==> config.mk <==
export PLATFORM = sky130hd
export DESIGN_NAME = imem_arbiter
export DESIGN_NICKNAME = d
export VERILOG_FILES = /design/src/rtl/imem_arbiter.sv
export SDC_FILE = /design/constraint.sdc
export NUM_CORES = 1
export LEC_CHECK = 0
export CAP_MARGIN = 15
export CORE_MARGIN = 2
export CORE_UTILIZATION = 19
export CTS_BUF_LIST = sky130_fd_sc_hd__clkbuf_16
export CTS_CLUSTER_SIZE = 8
export DETAILED_ROUTE_END_ITERATION = 10
export GPL_TIMING_DRIVEN = 0
export PLACE_DENSITY = 0.76
export SKIP_CTS_REPAIR_TIMING = 1
export SYNTH_ARGS = -nofsm -noshare
export SYNTH_HDL_FRONTEND = slang
export SYNTH_SLANG_ARGS = --single-unit
==> constraint.sdc <==
create_clock -name clk_i -period 2 [get_ports clk_i]
set_input_delay 0.6 -clock clk_i [delete_from_list [all_inputs] [get_ports clk_i]]
set_output_delay 0.6 -clock clk_i [all_outputs]
set_load 0.02 [all_outputs]
==> src/rtl/imem_arbiter.sv <==
// Instruction-memory arbiter: loader owns the RAM during BOOT, Fetch has priority in RUN,
// with a forced loader slot after MAX_WAIT starved cycles. Read data returns one cycle after grant.
module imem_arbiter #(
   parameter int unsigned AW       = 7,
   parameter int unsigned MAX_WAIT = 8
) (
   input  logic          clk_i,
   input  logic          rst_ni,
   input  logic          boot_done_i,
   input  logic          fetch_req_i,
   input  logic [AW-1:0] fetch_addr_i,
   output logic          fetch_gnt_o,
   output logic          fetch_rvalid_o,
   output logic [31:0]   fetch_rdata_o,
   output logic          fetch_hold_o,
   input  logic          ld_req_i,
   input  logic          ld_we_i,
   input  logic [AW-1:0] ld_addr_i,
   input  logic [31:0]   ld_wdata_i,
   output logic          ld_gnt_o,
   output logic          ld_rvalid_o,
   output logic [31:0]   ld_rdata_o,
   output logic          mem_en_o,
   output logic          mem_we_o,
   output logic [AW-1:0] mem_addr_o,
   output logic [31:0]   mem_wdata_o,
   input  logic [31:0]   mem_rdata_i,
   output logic          arb_state_o
);

   localparam int unsigned WCW = (MAX_WAIT > 0) ? $clog2(MAX_WAIT + 1) : 1;
   localparam logic [WCW-1:0] WAIT_LIMIT = WCW'(MAX_WAIT);

   typedef enum logic {
      ST_BOOT = 1'b0,
      ST_RUN  = 1'b1
   } state_e;

   state_e         state_q, state_d;
   logic [WCW-1:0] wait_cnt_q, wait_cnt_d;
   logic           rd_valid_q, rd_valid_d;
   logic           rd_ld_q, rd_ld_d;
   logic           force_slot;
   logic           ld_gnt;
   logic           fetch_gnt;
   logic           fetch_hold;

   always_ff @(posedge clk_i or negedge rst_ni) begin
      if (!rst_ni) begin
         state_q    <= ST_BOOT;
         wait_cnt_q <= '0;
         rd_valid_q <= 1'b0;
         rd_ld_q    <= 1'b0;
      end else begin
         state_q    <= state_d;
         wait_cnt_q <= wait_cnt_d;
         rd_valid_q <= rd_valid_d;
         rd_ld_q    <= rd_ld_d;
      end
   end

   always_comb begin
      state_d    = state_q;
      wait_cnt_d = wait_cnt_q;
      force_slot = 1'b0;
      ld_gnt     = 1'b0;
      fetch_gnt  = 1'b0;
      fetch_hold = 1'b1;
      case (state_q)
         ST_BOOT: begin
            ld_gnt     = ld_req_i;
            wait_cnt_d = '0;
            if (boot_done_i) state_d = ST_RUN;
         end
         ST_RUN: begin
            // MAX_WAIT == 0 disables forcing; the counter then stays pinned at zero
            force_slot = (MAX_WAIT != 0) && (wait_cnt_q == WAIT_LIMIT);
            ld_gnt     = ld_req_i & (!fetch_req_i | force_slot);
            fetch_gnt  = fetch_req_i & !ld_gnt;
            fetch_hold = force_slot;
            if (ld_gnt || !ld_req_i) begin
               wait_cnt_d = '0;
            end else if (wait_cnt_q != WAIT_LIMIT) begin
               wait_cnt_d = wait_cnt_q + WCW'(1);
            end
         end
         default: state_d = ST_BOOT;
      endcase
   end

   always_comb begin
      mem_en_o    = 1'b0;
      mem_we_o    = 1'b0;
      mem_addr_o  = '0;
      mem_wdata_o = '0;
      if (ld_gnt) begin
         mem_en_o    = 1'b1;
         mem_we_o    = ld_we_i;
         mem_addr_o  = ld_addr_i;
         mem_wdata_o = ld_wdata_i;
      end else if (fetch_gnt) begin
         mem_en_o   = 1'b1;
         mem_addr_o = fetch_addr_i;
      end
   end

   // Owner tag: rd_ld_q = 1 means the outstanding read belongs to the loader
   assign rd_valid_d = fetch_gnt | (ld_gnt & !ld_we_i);
   assign rd_ld_d    = ld_gnt;

   assign fetch_gnt_o    = fetch_gnt;
   assign ld_gnt_o       = ld_gnt;
   assign fetch_hold_o   = fetch_hold;
   assign fetch_rvalid_o = rd_valid_q & !rd_ld_q;
   assign ld_rvalid_o    = rd_valid_q & rd_ld_q;
   assign fetch_rdata_o  = fetch_rvalid_o ? mem_rdata_i : '0;
   assign ld_rdata_o     = ld_rvalid_o ? mem_rdata_i : '0;
   assign arb_state_o    = (state_q == ST_RUN);

endmodule

==> tab_implementation.tex, run 1 <==
\begin{tabular}{lr}
\hline
Metric & Value \\
\hline
\multicolumn{2}{l}{\textbf{Routing}} \\
Average via count per standard cell & 4.39 \\
Number of nets with antenna violations after routing & 0 \\
Routed via count & slightly below 2,000 \\
Detailed-router iteration count before antenna repair & 4 \\
Sum of routed wire length over all layers & between 7000 and 8000 µm \\
Detailed-route wire length per cell & around 16 µm \\
Detailed router's first-iteration violation count & 30 \\
Total DRC errors in the routed layout & 0 \\
\multicolumn{2}{l}{\textbf{Pwr}} \\
Switching power as a share of total power & between 30\% and 40\% \\
Switching power & 443 µW \\
Combinational Power Share & 64.0\% \\
Clock share of power & about a quarter \\
Design internal power & 911 µW \\
Power per cell area & 368 mW/mm² \\
Part of the total power dissipated in sequential elements & a little under an eighth \\
Worst-case vdd ir drop & $\sim$350 µV \\
Total leakage power & 0.00196 µW \\
\multicolumn{2}{l}{\textbf{Worst setup path}} \\
CP Data Arrival Time & about 1800 ps \\
Family with the most delay on the worst path & buffers and inverters \\
Critical path start-end classification & reg -> out \\
Slack of the worst reg-to-reg path & 600 ps \\
Most Frequent Cell on Critical Path & sky130\_fd\_sc\_hd\_\_buf\_6 \\
CP Capture Type & output pin \\
Critical path data required time & 1400 ps \\
Maximum single-stage delay on the critical path & 400 ps \\
Crit path buffers/inverters & 4 \\
Slowest library cell on the worst path & sky130\_fd\_sc\_hd\_\_dfrtp\_1 \\
Critical-path maximum fanout & 10 \\
Critical path cell sequence & inv\_2 > ha\_4 > nand3b\_4 > a31oi\_4 > buf\_4 > buf\_6 > and2\_4 > buf\_6 \\
Type of element launching the critical path & flip-flop \\
\multicolumn{2}{l}{\textbf{Global route}} \\
Largest net degree at the start of global routing & 12 \\
First-pass GRT wire length & approximately 8300 µm \\
Overall fraction of global-route tracks in use & 16.3\% \\
Global route total overflow & 0 \\
Via count of the first global-routing pass & 1,721 \\
Initial antenna violation count & 0 \\
\multicolumn{2}{l}{\textbf{Die}} \\
Initial cell density of the core & 19.9\% \\
Area of the core region & 0.00557 mm² \\
Std cell rows & 27 \\
Floorplan die width & 80.4 µm \\
Top-level port count & 195 \\
Height of the die & 80.4 µm \\
Total die area & 0.00646 mm² \\
\multicolumn{2}{l}{\textbf{Logic synthesis}} \\
Library cells used by synthesis & 22 \\
Proportion of synthesized chip area in sequential cells & between 10\% and 20\% \\
Synth warnings & 0 \\
Number of standard cells after synthesis & about 150 \\
Average instance area after synthesis & roughly 7.4 µm² \\
Cell area after synthesis & $\sim$0.0011 mm² \\
Total nets after synthesis & 235 \\
Flop and latch count out of synthesis & 7 \\
\multicolumn{2}{l}{\textbf{Status}} \\
Run status & complete, but fails checks \\
Violated checks & negative setup slack \\
\multicolumn{2}{l}{\textbf{Clock tree}} \\
CTS tree & built \\
Clock transition at the register clock pins on the worst setup and hold paths after CTS & roughly 30 ps \\
Max Buffers Root-to-Sink & 2 \\
Clock tree root buffer cell & sky130\_fd\_sc\_hd\_\_clkbuf\_16 \\
Number of sinks handled by clock tree synthesis & 7 \\
Inserted Clock Buffers & 3 \\
\# H-tree levels & 1 \\
Source-to-sink clock delay at the later pin of the worst-skew pair & 230 ps \\
\multicolumn{2}{l}{\textbf{Finish}} \\
Final-layout fill cell count & 470 \\
Combined area of the multi-input logic cells & 0.00107 mm² \\
Area growth from synthesis to final layout & 232\% \\
Nets & around 450 \\
Share of final-layout standard cells stronger than drive strength 1 & 60.8\% \\
Count of antenna diodes in the layout & 0 \\
Most frequent cells in the layout & sky130\_fd\_sc\_hd\_\_buf\_6, sky130\_fd\_sc\_hd\_\_clkdlybuf4s50\_1, sky130\_fd\_sc\_hd\_\_and2\_4, sky130\_fd\_sc\_hd\_\_buf\_4, sky130\_fd\_sc\_hd\_\_and3\_1 \\
Final std cells w/o fill & 439 \\
Leading cell type in the layout, fill and taps excluded & sky130\_fd\_sc\_hd\_\_buf\_6 \\
Register cell area after layout & around 180 µm² \\
\multicolumn{2}{l}{\textbf{Timing}} \\
Maximum clock rate & 0.423 GHz \\
Final min period & approximately 2400 ps \\
RSZ-0062 raised after global routing & true \\
Final hold violation count & 0 \\
Setup Skew & 0.851 ps \\
Headroom to the max-slew limit & 80.0\% \\
Slew of the pin with the lowest slew margin & 299 ps \\
Summed negative setup slack over all endpoints & -15,350 ps \\
Final number of setup-violating endpoints & 75 \\
Period Utilization, post-route & 118\% \\
Max-slew violation total from the final report & 0 \\
Minimum setup slack in the final design & -362 ps \\
\multicolumn{2}{l}{\textbf{Placed design}} \\
Count of placed standard cells including taps & 415 \\
Placed wire-length estimate after detailed placement & 5180 µm \\
Routability cong. & 0.799 \\
Number of port buffers & 194 \\
\multicolumn{2}{l}{\textbf{Hold path}} \\
Tightest Hold Check Type & reg -> reg \\
\multicolumn{2}{l}{\textbf{Flow run}} \\
\# Max-Cap Violations & 0 \\
\hline
\end{tabular}
per-layer routing:
layer	vias up	track usage, %	part of all wire, %
li1	926	-	-
met1	890	15.8	33
met2	102	33.0	56
met3	8	5.06	9.6
met4	0	3.56	0.99
met5	-	0	0
cell families (layout without fill, tap and decap cells):
| logic type | after synthesis | count (layout) | share of synthesized area, % |
|---|---|---|---|
| xor gates and xnor gates | 2 | 2 | 1.58 |
| buffers and inverters | 18 | 236 | 9.03 |
| and+or+nand+nor | 110 | 110 | 61.7 |
| adders and majority gates | 2 | 2 | 2.26 |
| AOI/OAI and AO/OA | 10 | 10 | 9.59 |
| DFF | 7 | 7 | 15.8 |
cell type report:
class,count,share of cell area [%]
plain buffers,11,2.35
clock buffers,3,2.04
clock inverters,1,0.102
inverters,4,0.408
multi-input cells,124,29.2
flip-flops and latches,7,4.83
well taps,72,2.45
repair buffers,217,58.7
cell usage after synthesis:
| cell type | count | area (µm²) |
|---|---|---|
| sky130_fd_sc_hd__a21boi_0 | 1 | 7.51 |
| sky130_fd_sc_hd__a22o_1 | 2 | 17.5 |
| sky130_fd_sc_hd__a22o_2 | 5 | 50.1 |
| sky130_fd_sc_hd__a31oi_4 | 1 | 21.3 |
| sky130_fd_sc_hd__and2_1 | 66 | 413 |
| sky130_fd_sc_hd__and2b_1 | 1 | 7.51 |
| sky130_fd_sc_hd__and3_1 | 32 | 200 |
| sky130_fd_sc_hd__buf_2 | 2 | 10.0 |
| sky130_fd_sc_hd__buf_6 | 4 | 45.0 |
| sky130_fd_sc_hd__clkbuf_1 | 8 | 30.0 |
| sky130_fd_sc_hd__dfrtp_1 | 7 | 175 |
| sky130_fd_sc_hd__ha_1 | 2 | 25.0 |
| sky130_fd_sc_hd__inv_1 | 4 | 15.0 |
| sky130_fd_sc_hd__nand2_1 | 3 | 11.3 |
| sky130_fd_sc_hd__nand3_1 | 1 | 5.00 |
| sky130_fd_sc_hd__nand3b_4 | 1 | 20.0 |
| sky130_fd_sc_hd__nand4_1 | 1 | 6.26 |
| sky130_fd_sc_hd__nor2_1 | 4 | 15.0 |
| sky130_fd_sc_hd__o21ba_2 | 1 | 10.0 |
| sky130_fd_sc_hd__or2_2 | 1 | 6.26 |
| sky130_fd_sc_hd__xnor2_1 | 1 | 8.76 |
| sky130_fd_sc_hd__xor2_1 | 1 | 8.76 |
per-stage QoR:
stage | setup slack, ps | cell area [µm²] | power [µW] | hold WS, ps | utilization (%)
2_1_floorplan | 6.87 | 1120 | 440 | 304 | -
6_report | -362 | 3680 | 1350 | 494 | 66.0
4_1_cts | -1030 | 3230 | 1200 | 504 | 57.9
5_1_grt | -450 | 3680 | 1420 | 530 | 66.0
3_5_place_dp | -1030 | 3150 | 861 | 500 | 56.5
3_3_place_gp | -1030 | 3150 | 855 | 479 | 56.5
sequential cells by signal, indices dropped and copies added (netlist names):
signal,flops
arb_state_o,1
rd_ld_q,1
rd_valid_q,1
wait_cnt_q,4
power groups by stage:
stage | sequential (µW) | clock, µW | combinational [µW]
final | 153 | 335 | 866
after global placement | 155 | 0 | 700
after floorplan | 153 | 0 | 287
after global routing | 155 | 355 | 909
after detailed placement | 156 | 0 | 706
after CTS | 154 | 343 | 707
final timing paths:
| path | cells after the start | endpoint | from |
|---|---|---|---|
| max | 8 | mem_wdata_o[15] | wait_cnt_q[0]$_DFFE_PN0P_ |
| min | 1 | wait_cnt_q[0]$_DFFE_PN0P_ | wait_cnt_q[0]$_DFFE_PN0P_ |
| max reg2reg | 6 | rd_valid_q$_DFF_PN0_ | wait_cnt_q[0]$_DFFE_PN0P_ |
| min reg2reg | 1 | wait_cnt_q[0]$_DFFE_PN0P_ | wait_cnt_q[0]$_DFFE_PN0P_ |
| max in group asynchronous | 1 | rd_ld_q$_DFF_PN0_ | rst_ni |
| min in group asynchronous | 1 | wait_cnt_q[3]$_DFFE_PN0P_ | rst_ni |
(Power assumes the default switching activity.)
==> run 2, diff against run 1 <==
--- a/config.mk
+++ b/config.mk
@@ -12,8 +12,9 @@
 export CTS_CLUSTER_SIZE = 8
 export DETAILED_ROUTE_END_ITERATION = 10
 export GPL_TIMING_DRIVEN = 0
-export PLACE_DENSITY = 0.76
+export PLACE_DENSITY = 0.82
 export SKIP_CTS_REPAIR_TIMING = 1
+export SLEW_MARGIN = 5
 export SYNTH_ARGS = -nofsm -noshare
 export SYNTH_HDL_FRONTEND = slang
 export SYNTH_SLANG_ARGS = --single-unit
==> run 2 against run 1 <==
Effect of this change: the run still ends with negative setup slack left; combinational power is 13% lower; clock skew hardly changed; flip-flop and latch count stayed put; via count is 6.2% lower; power is 8.4% lower; cell area is 9.0% lower; clock power is 1% lower; fmax is 0.39% higher; highest routed layer unchanged.
==> tab_implementation.tex, run 2 (synthesis gave the netlist of run 1 again) <==
\begin{tabular}{lr}
\hline
Metric & Value \\
\hline
\multicolumn{2}{l}{\textbf{Routing}} \\
Routed via count & 1,807 (-6.2\%) \\
Sum of routed wire length over all layers & 6250 µm (-13\%) \\
Average via count per standard cell & 4.24 (-3.3\%) \\
Detailed router's first-iteration violation count & 34 (+13\%) \\
Detailed-route wire length per cell & 14.7 µm (-10\%) \\
Detailed-router iteration count before antenna repair & 4 (unchanged) \\
Number of nets with antenna violations after routing & 0 (unchanged) \\
Total DRC errors in the routed layout & 0 (unchanged) \\
\multicolumn{2}{l}{\textbf{Finish}} \\
Combined area of the multi-input logic cells & 960 µm² (-11\%) \\
Register cell area after layout & 178 µm² (unchanged) \\
Final std cells w/o fill & 426 (-3.0\%) \\
Most frequent cells in the layout & sky130\_fd\_sc\_hd\_\_clkdlybuf4s50\_1, sky130\_fd\_sc\_hd\_\_buf\_6, sky130\_fd\_sc\_hd\_\_and2\_4, sky130\_fd\_sc\_hd\_\_and2\_1, sky130\_fd\_sc\_hd\_\_and3\_1 \\
Flip-flop count of the largest register, all copies and words added & 4 (unchanged) \\
Area growth from synthesis to final layout & 202\% \\
Nets & 441 (-2.9\%) \\
Final-layout fill cell count & 466 (-0.85\%) \\
Leading cell type in the layout, fill and taps excluded & sky130\_fd\_sc\_hd\_\_clkdlybuf4s50\_1 \\
Layout Cell Area excl Fill & 0.00335 mm² (-9.0\%) \\
Top reg by flops & wait\_cnt\_q \\
Share of final-layout standard cells stronger than drive strength 1 & 52.8\% (-7.9 points) \\
Count of antenna diodes in the layout & 0 (unchanged) \\
\multicolumn{2}{l}{\textbf{Die}} \\
Total die area & 0.00646 mm² (unchanged) \\
Area of the core region & 0.00557 mm² (unchanged) \\
Height of the die & 80.4 µm (unchanged) \\
Std cell rows & 27 (unchanged) \\
Floorplan die width & 80.4 µm (unchanged) \\
Initial cell density of the core & 19.9\% (unchanged) \\
Top-level port count & 195 (unchanged) \\
\multicolumn{2}{l}{\textbf{Worst setup path}} \\
Critical path start-end classification & reg -> out \\
Slowest library cell on the worst path & sky130\_fd\_sc\_hd\_\_dfrtp\_1 \\
CP Data Arrival Time & 1750 ps (about the same) \\
Crit path buffers/inverters & 4 (unchanged) \\
FF-to-FF End & rd\_valid\_q\$\_DFF\_PN0\_ \\
Count of cells along the worst register-to-register path & 7 (+1) \\
Most Frequent Cell on Critical Path & sky130\_fd\_sc\_hd\_\_buf\_6 \\
Critical path cell sequence & inv\_1 > ha\_2 > nand3b\_4 > a31oi\_4 > buf\_6 > buf\_6 > and2\_1 > buf\_6 \\
Launch point of the worst reg-to-reg path & wait\_cnt\_q[0]\$\_DFFE\_PN0P\_ \\
Type of element launching the critical path & flip-flop \\
Slack of the worst reg-to-reg path & 530 ps (-70 ps) \\
CP Capture Type & output pin \\
Critical-path maximum fanout & 10 (unchanged) \\
Maximum single-stage delay on the critical path & 400 ps (about the same) \\
Family with the most delay on the worst path & buffers and inverters \\
Critical path data required time & 1400 ps (about the same) \\
Crit. Startpoint & wait\_cnt\_q[0]\$\_DFFE\_PN0P\_ \\
\multicolumn{2}{l}{\textbf{Global route}} \\
Initial antenna violation count & 0 (unchanged) \\
Global route total overflow & 0 (unchanged) \\
First-pass GRT wire length & 8590 µm (+3.4\%) \\
Largest net degree at the start of global routing & 12 (unchanged) \\
Via count of the first global-routing pass & 1,747 (+1.5\%) \\
Overall fraction of global-route tracks in use & 16.5\% (+0.25 points) \\
\multicolumn{2}{l}{\textbf{Hold path}} \\
Startpoint of the tightest hold check path & wait\_cnt\_q[2]\$\_DFFE\_PN0P\_ \\
Worst-case hold path end point & wait\_cnt\_q[2]\$\_DFFE\_PN0P\_ \\
Tightest Hold Check Type & reg -> reg \\
Number of cells traversed by the worst hold path & 2 (+1) \\
\multicolumn{2}{l}{\textbf{Placed design}} \\
Routability cong. & 0.698 (-13\%) \\
Count of placed standard cells including taps & 415 (unchanged) \\
Placed Instance Area & 0.00315 mm² (unchanged) \\
Number of port buffers & 194 (unchanged) \\
Placed wire-length estimate after detailed placement & 5050 µm (-2.5\%) \\
\multicolumn{2}{l}{\textbf{Timing}} \\
Slew of the pin with the lowest slew margin & 308 ps (+8.51 ps) \\
Minimum setup slack in the final design & -353 ps (+9.18 ps) \\
Maximum clock rate & 0.425 GHz (+0.39\%) \\
Period Utilization, post-route & 118\% (-0.46 points) \\
Headroom to the max-slew limit & 79.4\% (-0.57 points) \\
Worst hold margin & 576 ps (+82.0 ps) \\
Final hold violation count & 0 (unchanged) \\
Max-slew violation total from the final report & 0 (unchanged) \\
Final min period & 2350 ps (-9.18 ps) \\
Setup Skew & 1.00 ps (+0.152 ps) \\
RSZ-0062 raised after global routing & true \\
Final number of setup-violating endpoints & 73 (-2.7\%) \\
\multicolumn{2}{l}{\textbf{Clock tree}} \\
Clock transition at the register clock pins on the worst setup and hold paths after CTS & 30 ps (about the same) \\
Inserted Clock Buffers & 3 (unchanged) \\
Number of sinks handled by clock tree synthesis & 7 (unchanged) \\
Source-to-sink clock delay at the later pin of the worst-skew pair & 230 ps (about the same) \\
\# H-tree levels & 1 (unchanged) \\
Clock tree root buffer cell & sky130\_fd\_sc\_hd\_\_clkbuf\_16 \\
CTS tree & built \\
Max Buffers Root-to-Sink & 2 (unchanged) \\
\multicolumn{2}{l}{\textbf{Status}} \\
Violated checks & negative setup slack \\
Run status & complete, but fails checks \\
\multicolumn{2}{l}{\textbf{Flow run}} \\
\# Max-Cap Violations & 0 (unchanged) \\
\multicolumn{2}{l}{\textbf{Pwr}} \\
Worst-case vdd ir drop & 440 µV (+27\%) \\
Power per cell area & 370 mW/mm² (+0.65\%) \\
Total leakage power & 0.00181 µW (-7.6\%) \\
Total power & 1240 µW (-8.4\%) \\
\hline
\end{tabular}
-- run 2: area by class of cell --
type,instances,area share [%]
timing repair buffer,203,57.6
clock buffer,3,2.24
buffer,12,2.91
clock inverter,1,0.112
inverter,4,0.448
multi-input combinational,124,28.7
sequential,7,5.31
tap,72,2.69
-- run 2: worst max path at each step --
stage                      end  slack (ps)  depth (start not counted)
2_1_floorplan   mem_wdata_o[0]           7                          6
3_3_place_gp   mem_wdata_o[26]       -1000                          6
3_5_place_dp     mem_addr_o[2]       -1010                          6
4_1_cts          mem_addr_o[3]       -1020                          6
5_1_grt         mem_wdata_o[8]        -460                          8
6_report        mem_wdata_o[8]        -350                          8
-- run 2: metrics by stage --
step	TNS (ps)	utilization, %	setup WS, ps
after CTS	-75840	57.9	-1020
after global placement	-67400	56.5	-1000
after global routing	-19530	60.1	-463
after detailed placement	-68300	56.5	-1010
after floorplan	0	-	6.87
final	-13490	60.1	-353
-- run 2: worst reg2reg max path, delay by kind of cell (launching register included) --
family	cells	cell delay (ps)
DFF	1	400
buffers and inverters	3	350
AOI/OAI and AO/OA	2	300
adders and majority gates	1	180
and+or+nand+nor	1	110
-- run 2: metal layers --
layer,track usage [%],part of all wire (%),up-vias
met3,3.82,10,5
li1,-,-,895
met5,0,0,-
met4,3.56,0.80,0
met2,33.5,56,102
met1,16.8,33,805
-- run 2: where the power goes --
| part | internal (µW) | total, µW | leakage (µW) | switching (µW) |
|---|---|---|---|---|
| combinational | 428 | 756 | 0.00168 | 328 |
| sequential | 148 | 154 | 0.0000851 | 6.33 |
| clock | 259 | 331 | 0.0000423 | 71.1 |
==> patch (flow settings as in run 1) <==
`AW`: 7 -> 6.
--- a/src/rtl/imem_arbiter.sv
+++ b/src/rtl/imem_arbiter.sv
@@ -2,5 +2,5 @@
 // with a forced loader slot after MAX_WAIT starved cycles. Read data returns one cycle after grant.
 module imem_arbiter #(
-   parameter int unsigned AW       = 7,
+   parameter int unsigned AW       = 6,
    parameter int unsigned MAX_WAIT = 8
 ) (
Ports: changed (resized fetch_addr_i, ld_addr_i and mem_addr_o); port bits go from 195 to 192. No check against the original RTL was run, so the function may have changed too.
==> patch against run 1 <==
The flow still finishes with violations (setup timing); worst setup slack better by 0.0049 ns; count of clock-buffer cells in the layout is the same; total power is 1.6% lower; clock skew barely moved; register-to-register slack lost 0.03 ns; worst hold slack gained 0.072 ns; final area shrank 2.4%; wire length down 8.2%; sequential cell count stayed put; area after synthesis down 0.11%; first-iteration DRC count grew 23%; largest power group unchanged.
==> patch: results (changes against run 1) <==
- Largest net degree at the start of global routing: 12 (unchanged)
- DP Worst Slack: -1.01 ns (+0.0218 ns)
- Slew at the pin closest to its max-slew limit: 0.310 ns (+0.0109 ns)
- Max H-tree Level: 1 (unchanged)
- Tightest Hold Check Type: register to register
- Worst-Skew Late Latency: 0.23 ns (about the same)
- Clock transition at the registers of the reported paths: 0.03 ns (about the same)
- Setup violators final: 70 (-6.7%)
- Area after DPL: 0.00312 mm² (-0.99%)
- Failing checks: setup timing
- WP data arrival: 1.76 ns (about the same)
- Maximum vdd drop: 0.516 mV (+49%)
- Sequential-to-total area share from yosys stat: 0.158 (+0.000179)
- WL per Instance: 15.3 µm (-6.7%)
- Share of cells above drive strength 1: 0.597 (-0.0104)
- Psw: 0.429 mW (-3.2%)
- First-pass GRT wire length: 8420 µm (+1.3%)
- Biggest register: wait_cnt_q
- GR Util All Layers: 0.164 (+0.00160)
- Fin nets: 445 (-2.0%)
- Slack of the critical path: -0.357 ns (+0.00489 ns)
- Global placer's final weighted congestion: 0.750 (-6.2%)
- Vias in the first global route: 1739 (+1.0%)
- Drt pass-1 iters: 4 (unchanged)
- Synth cell count leaders: 61 x and2_1, 32 x and3_1, 8 x clkbuf_1
- Fillers: 490 (+4.3%)
- Unique masters post-synth: 22 (unchanged)
- LEAKAGE: 1.91 nW (-2.2%)
- Initial antenna violation count: 0 (unchanged)
- Via count: 1868 (-3.0%)
- Ys flop type: dfrtp_1
- Status: finished with violations
- ANT cells: 0 (unchanged)
- Root Driver: clkbuf_16
- Total CTS buffers: 3 (unchanged)
- Synth warn: 0 (unchanged)
- Port bufs: 191 (-1.5%)
- Clock skew: 0.00133 ns (+0.000476 ns)
- Detail Placement HPWL: 4920 µm (-4.9%)
- Largest register FFs: 4 (unchanged)
- Syn_nets: 232 (-1.3%)
- CTS Buffer Depth: 2 (unchanged)
- Leading post-synthesis cells by cell area: and2_1 34%, and3_1 18%, dfrtp_1 16%
- Asr flop ratio synth: 1.00 (unchanged)
- DR iter-0 viols: 37 (+23%)
- Crit Path Max Fanout: 10 (unchanged)
## patch: changes by cell type after synthesis
cell,delta
and2_2,+5
and2_1,-5
a22o_2,+1
a22o_1,-2
## patch: stage by stage
stage | hold slack, ns | std cells | TNS [ns] | power, mW | util
2_1_floorplan | 0.304 | 148 | 0 | 0.437 | -
3_3_place_gp | 0.475 | 411 | -66.28 | 0.843 | 0.560
3_5_place_dp | 0.492 | 411 | -67.88 | 0.850 | 0.560
4_1_cts | 0.493 | 415 | -75.95 | 1.19 | 0.574
5_1_grt | 0.587 | 432 | -18.49 | 1.39 | 0.644
6_report | 0.566 | 432 | -14.35 | 1.33 | 0.644
## patch: logic make-up after synthesis
family / synth area share
compound gates: 0.0893
xor+xnor: 0.0158
fa+ha+maj: 0.0226
buf+inv: 0.0904
flops: 0.158
simple gates: 0.624
## patch: worst max-delay path, cell delays in order (launching register included)
cell and delay [ns]:
dfrtp_1 0.39, inv_1 0.07, ha_2 0.19, nand3b_4 0.11, a31oi_4 0.21, buf_4 0.15
buf_6 0.11, and2_1 0.15, buf_4 0.15
## patch: final cells by class
| cell class | instances | area share |
|---|---|---|
| timing repair buffer | 210 | 0.585 |
| multi-input combinational | 123 | 0.284 |
| sequential | 7 | 0.0495 |
| buffer | 12 | 0.0303 |
| tap | 72 | 0.0251 |
| clock buffer | 3 | 0.0209 |
| inverter | 4 | 0.00418 |
| clock inverter | 1 | 0.00105 |
## patch: worst paths after layout
kind                                           startpoint                        end  slack, ns  depth (start not counted)
worst max-delay path            wait_cnt_q[1]$_DFFE_PN0P_            mem_wdata_o[13]      -0.36                          8
worst min-delay path            wait_cnt_q[0]$_DFFE_PN0P_  wait_cnt_q[0]$_DFFE_PN0P_       0.57                          2
worst max register to register  wait_cnt_q[1]$_DFFE_PN0P_       rd_valid_q$_DFF_PN0_       0.57                          7
worst min register to register  wait_cnt_q[0]$_DFFE_PN0P_  wait_cnt_q[0]$_DFFE_PN0P_       0.57                          2
max in group asynchronous                          rst_ni          rd_ld_q$_DFF_PN0_       1.12                          1
min in group asynchronous                          rst_ni  wait_cnt_q[3]$_DFFE_PN0P_       0.63                          1
## patch: power groups by stage
stage | Clock [mW] | Combinational, mW | Sequential, mW
finish | 0.338 | 0.840 | 0.154
global route | 0.353 | 0.885 | 0.155
CTS | 0.343 | 0.698 | 0.154
detailed placement | 0 | 0.695 | 0.155
global placement | 0 | 0.688 | 0.155
floorplan | 0 | 0.284 | 0.153
## patch: metal layers
metal,track usage,part of all wire,up-vias
met5,0,0,-
met4,0.0576,0.023,0
met3,0.0393,0.081,12
met2,0.310,0.55,92
met1,0.176,0.35,855
li1,-,-,909
